`config.mk`:
```
export PLATFORM = sky130hd
export DESIGN_NAME = ecdsa_job_loader
export DESIGN_NICKNAME = d
export VERILOG_FILES = /design/src/rtl/elliptic_curve_structs.sv /design/src/rtl/job_cycle_counter.sv /design/src/rtl/ecdsa_job_loader.sv
export SDC_FILE = /design/constraint.sdc
export NUM_CORES = 1
export LEC_CHECK = 0
export ABC_AREA = 1
export CAP_MARGIN = 20
export CELL_PAD_IN_SITES_DETAIL_PLACEMENT = 1
export CELL_PAD_IN_SITES_GLOBAL_PLACEMENT = 2
export CORE_UTILIZATION = 31
export CTS_CLUSTER_SIZE = 40
export DETAILED_ROUTE_END_ITERATION = 7
export HOLD_SLACK_MARGIN = 0.12
export MAX_ROUTING_LAYER = met4
export PLACE_DENSITY_LB_ADDON = 0.1
export SYNTH_ARGS = -nofsm -noshare
export SYNTH_HDL_FRONTEND = slang
export SYNTH_SLANG_ARGS = --single-unit
```
`constraint.sdc`:
```
create_clock -name clk -period 6.6 [get_ports clk]
set_input_delay 0.99 -clock clk [delete_from_list [all_inputs] [get_ports clk]]
set_output_delay 0.99 -clock clk [all_outputs]
set_load 0.01 [all_outputs]
```
`src/rtl/elliptic_curve_structs.sv`:
```
// Shared constants for the ECDSA job loader: register map, status bit
// positions, loader state encoding and the status word packer.
package elliptic_curve_structs;

    localparam logic [3:0] ADDR_KEY_LAST  = 4'd7;
    localparam logic [3:0] ADDR_MSG_FIRST = 4'd8;
    localparam logic [3:0] ADDR_MSG_MID   = 4'd9;
    localparam logic [3:0] ADDR_MSG_LAST  = 4'd10;
    localparam logic [3:0] ADDR_COUNT     = 4'd12;
    localparam logic [3:0] ADDR_START     = 4'd14;
    localparam logic [3:0] ADDR_STATUS    = 4'd15;

    localparam int STAT_BUSY    = 0;
    localparam int STAT_DONE    = 1;
    localparam int STAT_INVALID = 2;
    localparam int STAT_TIMEOUT = 3;
    localparam int STAT_WR_ERR  = 4;

    typedef enum logic [1:0] {
        LD_IDLE = 2'd0,
        LD_RUN  = 2'd1,
        LD_DONE = 2'd2
    } loader_state_e;

    function automatic logic [31:0] pack_status(input logic busy, input logic done,
                                                input logic invalid, input logic timeout,
                                                input logic wr_err);
        logic [31:0] word;
        word               = 32'd0;
        word[STAT_BUSY]    = busy;
        word[STAT_DONE]    = done;
        word[STAT_INVALID] = invalid;
        word[STAT_TIMEOUT] = timeout;
        word[STAT_WR_ERR]  = wr_err;
        return word;
    endfunction

endpackage

```
`src/rtl/job_cycle_counter.sv`:
```
// Saturating 32-bit job cycle counter; clear has priority over enable.
module job_cycle_counter (
    input  logic        clk,
    input  logic        reset,
    input  logic        clr,
    input  logic        en,
    output logic [31:0] count
);

    // count RUN cycles, sticking at all-ones instead of wrapping
    always_ff @(posedge clk) begin
        if (reset) begin
            count <= 32'd0;
        end else if (clr) begin
            count <= 32'd0;
        end else if (en && (count != 32'hFFFF_FFFF)) begin
            count <= count + 32'd1;
        end else begin
            count <= count;
        end
    end

endmodule

```
`src/rtl/ecdsa_job_loader.sv`:
```
// Register front-end that loads key/message operands, launches and times an
// ECDSA core job. Optional RUN timeout enabled by defining ECDSA_JOB_TIMEOUT_EN.
module ecdsa_job_loader
    import elliptic_curve_structs::*;
#(
    parameter logic [31:0] TIMEOUT_CYCLES = 32'd50_000_000
) (
    input  logic         clk,
    input  logic         reset,
    input  logic         wr_en,
    input  logic [3:0]   wr_addr,
    input  logic [31:0]  wr_data,
    input  logic [3:0]   rd_addr,
    output logic [31:0]  rd_data,
    output logic [95:0]  message,
    output logic [255:0] priv_key,
    output logic         core_reset,
    input  logic         core_done,
    input  logic         core_invalid,
    output logic         job_irq
);

    loader_state_e state_r;
    loader_state_e next_state_s;

    logic [31:0] key_r [8];
    logic [31:0] msg_r [3];
    logic        done_r;
    logic        invalid_r;
    logic        timeout_r;
    logic        wr_err_r;
    logic        first_run_r;
    logic        job_irq_r;
    logic [31:0] rd_data_r;
    logic [31:0] rd_next_s;
    logic [31:0] count_s;

    logic run_s;
    logic start_ok_s;
    logic clear_s;
    logic key_wr_s;
    logic msg_wr_s;
    logic done_hit_s;
    logic timeout_hit_s;
    logic finish_s;

    assign run_s      = (state_r == LD_RUN);
    assign start_ok_s = wr_en && (wr_addr == ADDR_START) && wr_data[0] && !run_s;
    assign clear_s    = wr_en && (wr_addr == ADDR_STATUS);
    assign key_wr_s   = wr_en && (wr_addr <= ADDR_KEY_LAST);
    assign msg_wr_s   = wr_en && (wr_addr >= ADDR_MSG_FIRST) && (wr_addr <= ADDR_MSG_LAST);
    // the core is still coming out of reset during the first RUN cycle
    assign done_hit_s = run_s && !first_run_r && core_done;

`ifdef ECDSA_JOB_TIMEOUT_EN
    assign timeout_hit_s = run_s && !done_hit_s && (count_s >= (TIMEOUT_CYCLES - 32'd1));
`else
    logic [31:0] unused_timeout_cycles;
    assign unused_timeout_cycles = TIMEOUT_CYCLES;
    assign timeout_hit_s         = 1'b0;
`endif

    assign finish_s = done_hit_s || timeout_hit_s;

    job_cycle_counter u_counter (
        .clk   (clk),
        .reset (reset),
        .clr   (start_ok_s),
        .en    (run_s),
        .count (count_s)
    );

    // next-state decode
    always_comb begin
        next_state_s = state_r;
        case (state_r)
            LD_IDLE: begin
                if (start_ok_s) next_state_s = LD_RUN;
                else            next_state_s = LD_IDLE;
            end
            LD_RUN: begin
                if (finish_s) next_state_s = LD_DONE;
                else          next_state_s = LD_RUN;
            end
            LD_DONE: begin
                if (start_ok_s)   next_state_s = LD_RUN;
                else if (clear_s) next_state_s = LD_IDLE;
                else              next_state_s = LD_DONE;
            end
            default: next_state_s = LD_IDLE;
        endcase
    end

    // state, completion pulse and first-cycle marker
    always_ff @(posedge clk) begin
        if (reset) begin
            state_r     <= LD_IDLE;
            job_irq_r   <= 1'b0;
            first_run_r <= 1'b0;
        end else begin
            state_r     <= next_state_s;
            job_irq_r   <= finish_s;
            first_run_r <= start_ok_s;
        end
    end

    // status flags; completion beats a same-cycle clear
    always_ff @(posedge clk) begin
        if (reset) begin
            done_r    <= 1'b0;
            invalid_r <= 1'b0;
            timeout_r <= 1'b0;
            wr_err_r  <= 1'b0;
        end else begin
            if (start_ok_s) begin
                done_r    <= 1'b0;
                invalid_r <= 1'b0;
                timeout_r <= 1'b0;
            end else if (finish_s) begin
                done_r    <= 1'b1;
                invalid_r <= done_hit_s ? core_invalid : 1'b0;
                timeout_r <= !done_hit_s;
            end else if (clear_s && !run_s) begin
                done_r    <= 1'b0;
                invalid_r <= 1'b0;
                timeout_r <= 1'b0;
            end else begin
                done_r    <= done_r;
                invalid_r <= invalid_r;
                timeout_r <= timeout_r;
            end

            if ((key_wr_s || msg_wr_s) && run_s) wr_err_r <= 1'b1;
            else if (clear_s)                    wr_err_r <= 1'b0;
            else                                 wr_err_r <= wr_err_r;
        end
    end

    // operand words; writes while the core runs are dropped
    always_ff @(posedge clk) begin
        if (reset) begin
            for (int i = 0; i < 8; i++) key_r[i] <= 32'd0;
            for (int i = 0; i < 3; i++) msg_r[i] <= 32'd0;
        end else if (!run_s) begin
            if (key_wr_s) key_r[wr_addr[2:0]] <= wr_data;
            if (msg_wr_s) begin
                case (wr_addr)
                    ADDR_MSG_FIRST: msg_r[0] <= wr_data;
                    ADDR_MSG_MID:   msg_r[1] <= wr_data;
                    ADDR_MSG_LAST:  msg_r[2] <= wr_data;
                    default:        msg_r[0] <= msg_r[0];
                endcase
            end
        end
    end

    // read mux; key words are write-only
    always_comb begin
        rd_next_s = 32'd0;
        case (rd_addr)
            ADDR_MSG_FIRST: rd_next_s = msg_r[0];
            ADDR_MSG_MID:   rd_next_s = msg_r[1];
            ADDR_MSG_LAST:  rd_next_s = msg_r[2];
            ADDR_COUNT:     rd_next_s = count_s;
            ADDR_STATUS:    rd_next_s = pack_status(run_s, done_r, invalid_r, timeout_r, wr_err_r);
            default:        rd_next_s = 32'd0;
        endcase
    end

    // registered read port
    always_ff @(posedge clk) begin
        if (reset) rd_data_r <= 32'd0;
        else       rd_data_r <= rd_next_s;
    end

    assign rd_data    = rd_data_r;
    assign job_irq    = job_irq_r;
    assign core_reset = !run_s;
    assign message    = {msg_r[2], msg_r[1], msg_r[0]};
    assign priv_key   = {key_r[7], key_r[6], key_r[5], key_r[4],
                         key_r[3], key_r[2], key_r[1], key_r[0]};

endmodule

```
* Yosys cells after proc, flatten, opt, wreduce, memory -nomap -nowiden
Memory sizes are Yosys's and may differ from the RTL's. Index checks and enable logic that the tools add are counted. W data, S select, Z words.
Cells by class: $add $sub $neg 1, order comparisons 3, equality and inequality tests 13, muxes and demuxes 45, bitwise logic cells 4, reduce and logical (&&, ||, !) cells 22
Operators by type and width (number):
- $mux W32 | 5
- $pmux W32 S5 | 1
- $eq A4 B4 Y1 const B | 10
- $mux W1 | 34
- $add A32 B1 Y32 const B | 1
- $ne A32 B32 Y1 const B | 1
- $reduce_or A32 Y1 | 1
- $logic_and A1 B1 Y1 | 12
- $mux W2 | 3
- $pmux W2 S3 | 1
- $ge A4 B4 Y1 const B | 1
- $le A4 B3 Y1 const B | 1
- $le A4 B4 Y1 const B | 1
- $or A1 B1 Y1 | 4
- $reduce_bool A2 Y1 | 2
- $logic_not A1 Y1 | 3
- $mux W3 | 1
- $reduce_or A3 Y1 | 1
- $eq A2 B1 Y1 const B | 1
- $eq A2 B2 Y1 const B | 1
- $logic_not A2 Y1 | 1
- $reduce_or A2 Y1 | 1
- $logic_or A1 B1 Y1 | 1
Word-level totals: register bits 72, RAM bits 352, input port bits 45, output and inout bits 386, word-level logic and storage cells 99, memories kept 2
Memories:
- key_r | depth 8, bits a word 32, rd ports 8, clocked after Yosys merged registers in 0, write ports 8, line ecdsa_job_loader.sv:26 | logic [31:0] key_r [8];
- msg_r | depth 3, bits a word 32, rd ports 3, clocked after Yosys merged registers in 0, write ports 3, line ecdsa_job_loader.sv:27 | logic [31:0] msg_r [3];

* Logic depth before layout (Yosys ltp)
depth in word-level cells 9, mapped depth 11, mapped depth without buffers 10

* Cells and area by module
Synthesis repeated with hierarchy kept, for this count alone.
Unflattened totals: cells, all modules 1452, area, all modules 16562.1 um^2
By module, submodules not included:
- ecdsa_job_loader | instances 1, cells each 1127, area an instance 14466.4 um^2, seq. area each 11350.9 um^2
- job_cycle_counter | instances 1, cells each 325, area an instance 2095.8 um^2, seq. area each 640.6 um^2

* Least setup slack after synthesis
Ideal clock, no wire load.
path kind input -> register, start point input port wr_addr[1], end point memory msg_r[0][0] (enable), setup time 0.511 ns, arrival time 4.502 ns, data required time 6.089 ns, path slack 1.587 ns, stages on the path 3, path buffers 0, cells stage by stage nor2_1 inv_1 o41ai_1
RTL lines:
- start: declaration | line ecdsa_job_loader.sv:11 | input logic [3:0] wr_addr,
- end: declaration | line ecdsa_job_loader.sv:27

* Final worst setup path
start point register state_r[0], end point output port core_reset
On the way: word-level cells in the longest chain between the ends 2
RTL lines:
- start: declaration | line ecdsa_job_loader.sv:23 | loader_state_e state_r;
- start signal: assignment | line ecdsa_job_loader.sv:101 | state_r <= next_state_s;
- $eq A2 B1 Y1 | line ecdsa_job_loader.sv:47 | assign run_s = (state_r == LD_RUN);
- $logic_not A1 Y1 | line ecdsa_job_loader.sv:178 | assign core_reset = !run_s;
- end: declaration | line ecdsa_job_loader.sv:17 | output logic core_reset,
Every way passes these cells.

==> key figures <==
Detailed routing
  – Vias/cell: 4.75
  – Via Count: 12000
  – DR iter-0 viols: 589
  – Wire length per cell: 24.9 um
  – WL final: 62600 um
  – ANT nets after route: 0
  – Drt drc: 0
  – First-pass DRT Iterations: 7

CTS
  – Worst-Skew Late Latency: 600 ps
  – TritonCTS clock tree: done
  – Setup Buffers After CTS: 0
  – Post-cts sizing count: 0
  – CTS Buffer Depth: 3
  – H-tree depth: 2
  – Clk sink count: 423
  – CTS root buf: clkbuf_16
  – Hold Buf Count CTS: 0
  – TritonCTS Buffers: 47
  – CTS clk-pin slew, worst paths: 60 ps

Setup path
  – Kind of end point of the critical path: output port
  – Reg-to-reg slack, setup: 3550 ps
  – CP max FO: 13
  – Arrival time worst endpoint: 2410 ps
  – Req. time, crit path: 5610 ps
  – Crit start category: flop
  – Critical path class: flop to output port

Timing
  – RSZ-0062 raised after global routing: no
  – Setup ws final: 3200 ps
  – Min Tclk post-route: 3400 ps
  – Final Hold Viols: 0
  – Clock skew: 28.5 ps
  – Final Max Tran Viols: 0
  – Tcrit/Tclk final: 51.5%
  – Worst Tran Pin Value: 1050 ps
  – F_max: 0.294 GHz
  – Setup-failing EPs final: 0
  – Worst slew margin: 29.8%
  – Worst Hold Slack: 507 ps
  – Final TNS setup: 0 ps

Placed design
  – # port buffers: 430
  – DP HPWL: 44300 um
  – Routability cong.: 0.825
  – Placed cell areas: 21200 um2
  – Pre-CTS setup slack: 2460 ps

Power and ir drop
  – Leak pwr: 7.91 nW
  – Maximum VDD drop: 158 uV
  – P per Cell Area: 272 nW/um2

Finish
  – Final Cell Area: 22700 um2
  – Layout cell share with drive strength beyond 1: 7.80%
  – Fin nets: 1844
  – P&R area growth vs syn: 40.5%
  – Fill count: 5523

Flow run
  – Max Cap Viol: 0

Logic synthesis
  – Post-synth EDFFs: 352
  – Yosys top cell area share: 65.3%
  – Cells after synthesis: 1357
  – Synth cell types: 34
  – Ranking of synthesized cells by area: edfxtp_1 65%, dfxtp_1 8.8%, nor2_1 8.3%, nand2_1 5.4%, nand3_1 1.6%
  – Post-synth top cells: 360 x nor2_1, 352 x edfxtp_1, 232 x nand2_1
  – Most used DFF post-synth: edfxtp_1
  – Syn_nets: 1403
  – Largest area contributor in the netlist: edfxtp_1
  – Number of synthesis warnings: 0
  – Synth Register Bits: 423
  – Sequential share of the synthesized area: 74.1%
  – Post-synth ARST share: 0%
  – Cell area after synthesis: 16200 um2
  – Syn_area_per_cell: 11.9 um2
  – Most frequent cell after synthesis: nor2_1

Worst hold path
  – Worst Hold Class: flop to flop

Floorplanning
  – Die ar.: 53100 um2
  – I/O pins: 431
  – CORE AREA: 51400 um2
  – Row cnt: 83
  – Die W: 231 um
  – Initial Util: 31.5%
  – Chip Height: 231 um

Outcome
  – Status: finished clean

Global routing
  – Global route total overflow: 0
  – Vias in the first global route: 12900
  – Largest net degree at the start of global routing: 40
  – First-pass GRT wire length: 89500 um
  – Initial antenna violation count: 4
  – GR Util All Layers: 24.1%
[cells in the final DEF, fill, tap and decap left out, types with 2 or more instances in the layout]
cell type,synthesis,routed
clkdlybuf4s50_1,0,429
nor2_1,360,359
edfxtp_1,352,352
nand2_1,232,227
dfxtp_1,71,71
nand3_1,53,53
inv_1,48,48
clkbuf_16,0,48
clkinv_1,31,45
nand4_1,32,32
a41oi_1,28,28
nand2_2,15,20
a21oi_2,20,20
buf_4,3,20
a21oi_1,13,13
clkinv_2,0,10
xor2_1,9,9
clkbuf_1,30,8
o21ai_0,8,7
nor2_2,5,6
xnor2_1,6,6
diode_2,0,4
buf_16,0,3
nor2_4,2,2
[cell type report]
cell class	instances	area [um2]	area share, %
tap	680	851	3.74
antenna	4	10.0	0.0440
clock inverter	29	199	0.875
sequential	423	12000	52.7
inverter	81	307	1.35
clock buffer	56	1230	5.41
multi-input combinational	792	3620	15.9
timing repair buffer	453	4530	19.9
[flip-flops by register name (all words and copies together), names as in the netlist]
| signal | cells |
|---|---|
| rd_data | 32 |
| done_r | 1 |
| wr_err_r | 1 |
| job_irq | 1 |
| u_counter.count | 32 |
| msg_r | 96 |
| key_r | 256 |
| state_r | 2 |
| invalid_r | 1 |
| first_run_r | 1 |
[worst max-delay path: stages (launching register included)]
cell and delay, ps:
dfxtp_1 310, inv_1 60, nor2_2 670, inv_1 190, clkdlybuf4s50_1 570
[kinds of logic (layout without fill, tap and decap cells)]
family,after synthesis,in the layout,synth area share (%)
AO/OA/AOI/OAI,70,70,3.30
XOR/XNOR,15,15,0.812
adder cells (fa/ha/maj),1,1,0.0773
buffers and inverters,142,619,3.81
flip-flops,423,423,74.1
other,0,4,0
AND/OR/NAND/NOR,706,706,17.9
[power by group]
group | internal [mW] | total (mW) | switching [mW]
Clock | 1.38 | 2.48 | 1.11
Combinational | 0.265 | 0.597 | 0.333
Sequential | 3.03 | 3.10 | 0.0694
Total | 4.67 | 6.18 | 1.51
[final timing paths]
check,start,to,cells past startpoint
worst min register to register,wr_err_r,wr_err_r,2
worst min-delay path,wr_err_r,wr_err_r,2
worst max register to register,state_r[0],key_r[6][9],8
worst max-delay path,state_r[0],core_reset,4
[through the flow]
step	total power, mW	std cells	util, %
final	6.18	2518	44.2
after global routing	6.37	2517	44.2
after CTS	6.25	2511	44.1
after detailed placement	3.76	2426	41.3
after global placement	3.76	2426	41.3
after floorplan	3.31	1357	-
[routing by layer]
layer	vias up	GRT usage, %	share of wire, %
met5	-	-	0
met4	0	7.12	2.4
met3	71	7.03	7.0
met2	305	40.4	51
met1	6079	27.8	40
li1	5497	-	-
Power figures use the tool's default switching activity.
